**src/rtl/n64_bit_receiver.sv**
```systemverilog
// n64_bit_receiver
//
// Decodes the N64 controller single-wire bit stream. Each bit is a low pulse
// followed by a high pulse. A short low is a 1 and a long low is a 0. After
// WORD_BITS data bits, a stop bit's low pulse completes the frame.
//
// Ports
//   clk         single clock, all logic on its rising edge
//   Reset       synchronous, active-high reset
//   Enable      receiver armed when high; dropping it aborts a frame in progress
//   Data_In     raw open-drain line, asynchronous, idles high
//   Data_Out    last completed word, first received bit in the MSB
//   Data_Valid  one-cycle pulse when Data_Out updates
//   Frame_Err   one-cycle pulse on an inter-bit timeout or an over-long low
//   Busy        high whenever the receiver is not idle
//
// Configuration
//   N64_RX_GLITCH_FILTER_EN  when defined, the synchronized line changes only
//                            after 3 equal consecutive samples. This rejects
//                            pulses shorter than 3 cycles and adds 2 cycles
//                            of latency.
module n64_bit_receiver #(
  parameter int CLK_PER_US = 4,
  parameter int WORD_BITS  = 8,
  parameter int TIMEOUT_US = 8
) (
  input  logic                 clk,
  input  logic                 Reset,
  input  logic                 Enable,
  input  logic                 Data_In,
  output logic [WORD_BITS-1:0] Data_Out,
  output logic                 Data_Valid,
  output logic                 Frame_Err,
  output logic                 Busy
);

  localparam int LOW_MAX    = 4 * CLK_PER_US;
  localparam int BIT_THRESH = 2 * CLK_PER_US;
  localparam int HIGH_MAX   = TIMEOUT_US * CLK_PER_US;

  localparam int LOW_W  = $clog2(LOW_MAX + 1);
  localparam int HIGH_W = $clog2(HIGH_MAX + 1);
  localparam int BIT_W  = $clog2(WORD_BITS + 1);

  localparam logic [LOW_W-1:0]  LOW_MAX_C    = LOW_W'(LOW_MAX);
  localparam logic [LOW_W-1:0]  LOW_ERR_AT   = LOW_W'(LOW_MAX - 1);
  localparam logic [LOW_W-1:0]  BIT_THRESH_C = LOW_W'(BIT_THRESH);
  localparam logic [HIGH_W-1:0] HIGH_MAX_C   = HIGH_W'(HIGH_MAX);
  localparam logic [HIGH_W-1:0] HIGH_ERR_AT  = HIGH_W'(HIGH_MAX - 1);
  localparam logic [BIT_W-1:0]  WORD_BITS_C  = BIT_W'(WORD_BITS);

  typedef enum logic [1:0] {
    IDLE      = 2'd0,
    MEAS_LOW  = 2'd1,
    MEAS_HIGH = 2'd2,
    DRAIN     = 2'd3
  } state_t;

  // Two-flop synchronizer. The flops reset to 1 because the line idles high.
  logic sync1, sync2;

  // NOTE: sequential state is always written with non-blocking assignments so
  // every flop samples values from before the clock edge.
  always_ff @(posedge clk) begin
    if (Reset) begin
      sync1 <= 1'b1;
      sync2 <= 1'b1;
    end else begin
      sync1 <= Data_In;
      sync2 <= sync1;
    end
  end

  logic line_s;

`ifdef N64_RX_GLITCH_FILTER_EN
  // The last two synchronizer outputs are kept in hist1 and hist2. The line
  // follows sync2 only when all three samples agree. Otherwise it holds its
  // previously filtered level.
  logic hist1, hist2, line_f;

  // NOTE: this mux has both arms assigned by a continuous assign, so it
  // cannot infer a latch; the held value lives in the line_f flop.
  assign line_s = (sync2 == hist1 && hist1 == hist2) ? sync2 : line_f;

  always_ff @(posedge clk) begin
    if (Reset) begin
      hist1  <= 1'b1;
      hist2  <= 1'b1;
      line_f <= 1'b1;
    end else begin
      hist1  <= sync2;
      hist2  <= hist1;
      line_f <= line_s;
    end
  end
`else
  assign line_s = sync2;
`endif

  // Edge detection on the synchronized (and optionally filtered) line.
  logic line_prev;
  logic fall, rise;

  assign fall = line_prev & ~line_s;
  assign rise = ~line_prev & line_s;

  always_ff @(posedge clk) begin
    if (Reset) line_prev <= 1'b1;
    else       line_prev <= line_s;
  end

  state_t                state;
  logic [LOW_W-1:0]      low_cnt;
  logic [HIGH_W-1:0]     high_cnt;
  logic [BIT_W-1:0]      bit_cnt;
  logic [WORD_BITS-1:0]  shift_reg;
  logic                  bit_val;

  // A low shorter than two microseconds encodes a 1.
  assign bit_val = (low_cnt < BIT_THRESH_C);

  always_ff @(posedge clk) begin
    if (Reset) begin
      // NOTE: Data_Out, shift_reg and the counters are ordinary flops, not a
      // memory array, so they are all cleared here together with the FSM.
      state      <= IDLE;
      Busy       <= 1'b0;
      Data_Out   <= '0;
      Data_Valid <= 1'b0;
      Frame_Err  <= 1'b0;
      shift_reg  <= '0;
      low_cnt    <= '0;
      high_cnt   <= '0;
      bit_cnt    <= '0;
    end else begin
      Data_Valid <= 1'b0;
      Frame_Err  <= 1'b0;

      if (state != IDLE && !Enable) begin
        // Silent abort: the partial word is dropped without any pulse.
        state <= IDLE;
        Busy  <= 1'b0;
      end else begin
        case (state)
          IDLE: begin
            if (Enable && fall) begin
              state     <= MEAS_LOW;
              Busy      <= 1'b1;
              low_cnt   <= LOW_W'(1);
              high_cnt  <= '0;
              bit_cnt   <= '0;
              shift_reg <= '0;
            end
          end

          MEAS_LOW: begin
            // On entry to this state the line was just low, so any high
            // sample seen here is a rising edge.
            if (rise) begin
              if (bit_cnt == WORD_BITS_C) begin
                // Stop bit: the value of its low is ignored.
                Data_Out   <= shift_reg;
                Data_Valid <= 1'b1;
                state      <= IDLE;
                Busy       <= 1'b0;
              end else begin
                shift_reg <= (shift_reg << 1) | WORD_BITS'(bit_val);
                bit_cnt   <= bit_cnt + BIT_W'(1);
                high_cnt  <= HIGH_W'(1);
                state     <= MEAS_HIGH;
              end
            end else begin
              if (low_cnt != LOW_MAX_C) low_cnt <= low_cnt + LOW_W'(1);
              if (low_cnt == LOW_ERR_AT) begin
                // The line is held low too long. Wait for it to go high so
                // that the rest of this pulse cannot start a new frame.
                Frame_Err <= 1'b1;
                state     <= DRAIN;
              end
            end
          end

          MEAS_HIGH: begin
            if (fall) begin
              state    <= MEAS_LOW;
              low_cnt  <= LOW_W'(1);
              high_cnt <= '0;
            end else begin
              if (high_cnt != HIGH_MAX_C) high_cnt <= high_cnt + HIGH_W'(1);
              if (high_cnt == HIGH_ERR_AT) begin
                Frame_Err <= 1'b1;
                state     <= IDLE;
                Busy      <= 1'b0;
              end
            end
          end

          DRAIN: begin
            if (line_s) begin
              state <= IDLE;
              Busy  <= 1'b0;
            end
          end

          default: begin
            state <= IDLE;
            Busy  <= 1'b0;
          end
        endcase
      end
    end
  end

endmodule

```
**config.mk**
```make
export PLATFORM = sky130hd
export DESIGN_NAME = n64_bit_receiver
export DESIGN_NICKNAME = d
export VERILOG_FILES = /design/src/rtl/n64_bit_receiver.sv
export SDC_FILE = /design/constraint.sdc
export NUM_CORES = 1
export LEC_CHECK = 0
export ABC_AREA = 0
export ABC_CLOCK_PERIOD_IN_PS = 2550
export BUFFER_PORTS_ARGS = -buffer_cell sky130_fd_sc_hd__buf_2
export CAP_MARGIN = 10
export CORE_ASPECT_RATIO = 1.2
export CORE_UTILIZATION = 25
export DETAILED_ROUTE_END_ITERATION = 8
export MAX_ROUTING_LAYER = met4
export PLACE_DENSITY = 0.45
export RECOVER_POWER = 50
export SLEW_MARGIN = 5
export SYNTH_ARGS = -nofsm -noshare
export SYNTH_HDL_FRONTEND = slang
export SYNTH_SLANG_ARGS = --single-unit
```
**constraint.sdc**
```tcl
create_clock -name clk -period 2.55 [get_ports clk]
set_input_delay 0.3825 -clock clk [delete_from_list [all_inputs] [get_ports clk]]
set_output_delay 0.3825 -clock clk [all_outputs]
set_load 0.05 [all_outputs]
```
==> qor.csv <==
stage,metric,value,unit
critical_path,cp.arrival,2.46,ns
timing,skew,0.00630,ns
timing,finalHoldViolations,0,
yosys,yosysSeqAreaShare,38.9,%
critical_path,r2r_setup_slack,0.28,ns
status,status,"finished, violations left",
critical_path,path_cells,inv_1 > ha_1 > nand2b_1 > or3b_4 > a221oi_4 > o21ai_1 > a32o_2,
critical_path,cp_max_fo,9,
critical_path,reg2regPathDepth,7,
route,post-route-drc-count,0,
global_routing,grt_pass1_wl,7440,µm
yosys,synthMuxAreaShare,9.05,%
yosys,ys_ff_latch,39,
clock_tree,cts_max_path_buffers,2,
yosys,synth_top_family_by_area,simple AND/OR/NAND/NOR gates,
layout,area_growth,14.7,%
yosys,syn_avg_cell_area,8.80,µm²
critical_path,startpoint_type,flip-flop,
clock_tree,cts_hold_buffers,0,
layout,instances_no_fill,337,
floorplan,core_area,7710,µm²
yosys,synth_compound_gate_area_share,16.0,%
global_routing,grt_usage,11.6,%
placed_design,hpwl,2990,µm
route,ant_nets,0,
route,dr.pass1.iters,4,
floorplan,rows,35,
layout,drive_gt1_share,10.2,%
floorplan,die_h,100,µm
timing,max_freq,441,MHz
timing,finalSetupViolations,0,
yosys,ys_top_cells_by_count,"39 x dfxtp_1, 31 x nor2_1, 17 x mux2i_1",
yosys,ys_warn_count,0,
placed_design,io_buffers,14,
global_routing,grt_max_degree,37,
timing,final_max_slew_viol_count,37,
critical_path,slowest_delay,0.51,ns
route,drt-initial-drc-count,60,
yosys,yosys.area_share.simple,23.5,%
placed_design,dp_cells,329,
power_and_ir_drop,power_density,721,nW/µm²
worst_hold_path,worstHoldStart,Data_In,
critical_path,cp.required,2.74,ns
yosys,yosysTopAreaCellShare,38.9,%
critical_path,timing.rr.end,high_cnt[3]$_SDFFE_PP0P_,
timing,fin_crit,2.27,ns
critical_path,critPathCaptureType,flip-flop,
timing,tightest_slew,1.63,ns
global_routing,grt_overflow,0,
yosys,synth-adder-area-share,6.86,%
yosys,synth_cell_types,49,
yosys,yosysTopAreaCell,dfxtp_1,
global_routing,antenna_found_initial,0,
worst_hold_path,hold_class,input pin to flip-flop,
floorplan,initial_core_util,26.0,%
global_routing,grt_pass1_vias,1536,
layout,antenna_cells,0,
status,failed_checks,"max-capacitance violations, max-slew violations",
yosys,syn-instance-count,228,
yosys,synth_area_leaders,"dfxtp_1 39%, mux2i_1 8.5%, ha_1 6.9%",
timing,finalSetupTns,0,ns
critical_path,slowest_stage,a221oi_4,
timing,timing.final.crit_share,89.0,%
route,wl_per_cell,13.0,µm
placed_design,place_congestion,0.743,
worst_hold_path,hold_path_end,sync1$_SDFF_PP1_,
timing,grt_setup_unrepaired,false,
clock_tree,ctsResizeCount,0,
clock_tree,clock_sinks,39,
clock_tree,post-cts-setup-buffer-count,0,
clock_tree,numCtsBuffers,5,
run,max_cap_viol_count,1,
floorplan,die_area,8390,µm²
route,vias,1624,
clock_tree,cts_tree,built,
layout,fin_nets,259,
timing,slew_headroom,-8.87,%
clock_tree,clk_latency,0.29,ns
yosys,synth_xor_area_share,0,%
clock_tree,clk_pin_slew,0.08,ns
worst_hold_path,hold_depth,2,
critical_path,r2r_start,state[0]$_SDFFE_PP0P_,
power_and_ir_drop,power_leakage,0.830,nW
power_and_ir_drop,worst_ir_drop_vdd,352,µV
yosys,syn-cell-area,2010,µm²
yosys,syn_nets,243,
floorplan,ioPinCount,15,
route,wl,4370,µm
floorplan,die_w,83.8,µm
critical_path,criticalPathCategory,flip-flop to flip-flop,
yosys,synthFlopType,dfxtp_1,
clock_tree,root_buffer,clkbuf_8,
yosys,yosysMostFrequentCell,dfxtp_1,
timing,hold_ws,0.273,ns
clock_tree,htree_levels,2,
route,vias_per_cell,4.82,
yosys,async_flop_share,0,%
yosys,synth_enable_flop_cells,0,
[cells in the final DEF (no fill, tap or decap), types with 3 or more instances in the layout]
master	instances
nand2_1	13
dfxtp_1	39
mux2i_1	17
nor3_1	4
and3_1	4
o21ai_1	4
o21ai_0	4
clkbuf_8	5
nor3b_1	3
a32o_2	3
inv_1	16
clkbuf_1	15
nor4_1	4
nor2_1	31
a21oi_1	8
nand2b_1	5
nand3_1	9
ha_1	11
and2_1	7
[routing by layer]
layer | wire (µm) | up-vias | track usage [%] | part of all wire [%]
li1 | - | 828 | - | -
met1 | 2050 | 763 | 13.8 | 47
met3 | 128 | 7 | 2.55 | 2.9
met5 | 0 | - | - | 0
met4 | 78 | 0 | 5.08 | 1.8
met2 | 2120 | 26 | 18.8 | 48
[power breakdown]
part | internal (mW) | switching, mW
registers | 0.628 | 0.0155
logic | 0.147 | 0.251
clock network | 0.391 | 0.225
total | 1.17 | 0.492
[cell type report]
class	instances	area, µm²
Timing Repair Buffer	19	97.6
Sequential cell	39	781
Tap cell	92	115
Multi-Input combinational cell	162	1110
Clock inverter	2	60.1
Inverter	17	63.8
Clock buffer	6	72.6
Fill cell	830	5410
[stage by stage]
step / cell area (µm²) / util, % / total power [mW] / setup WS (ns)
global route: 2300 / 29.9 / 1.75 / 0.136
floorplan: 2010 / - / 0.948 / 0.364
detailed placement: 2190 / 28.4 / 1.06 / 0.305
finish: 2300 / 29.9 / 1.66 / 0.281
CTS: 2320 / 30.1 / 1.69 / 0.280
global placement: 2190 / 28.4 / 1.06 / 0.335
[worst max-delay path: cells and delay by family (launching register included)]
kind / cells / cell delay (ns)
AND/OR/NAND/NOR: 2 / 0.57
flip-flops: 1 / 0.39
adder cells (fa/ha/maj): 1 / 0.21
buffers and inverters: 1 / 0.08
AO/OA/AOI/OAI: 3 / 0.92
[cell families after synthesis]
kind of cell | count (synthesis)
fa+ha+maj | 11
compound gates | 42
mux | 18
simple gates | 91
buf+inv | 27
flops | 39
[worst max path at each step]
stage / start / to / slack [ns] / cells past startpoint
after floorplan: state[0]$_SDFFE_PP0P_ / high_cnt[2]$_SDFFE_PP0P_ / 0.36 / 8
after global placement: state[0]$_SDFFE_PP0P_ / high_cnt[4]$_SDFFE_PP0P_ / 0.34 / 7
after detailed placement: state[0]$_SDFFE_PP0P_ / high_cnt[3]$_SDFFE_PP0P_ / 0.30 / 7
after CTS: state[0]$_SDFFE_PP0P_ / high_cnt[3]$_SDFFE_PP0P_ / 0.28 / 7
after global routing: state[0]$_SDFFE_PP0P_ / high_cnt[3]$_SDFFE_PP0P_ / 0.14 / 7
final: state[0]$_SDFFE_PP0P_ / high_cnt[3]$_SDFFE_PP0P_ / 0.28 / 7
No activity file was read; power rests on OpenSTA's default activity.
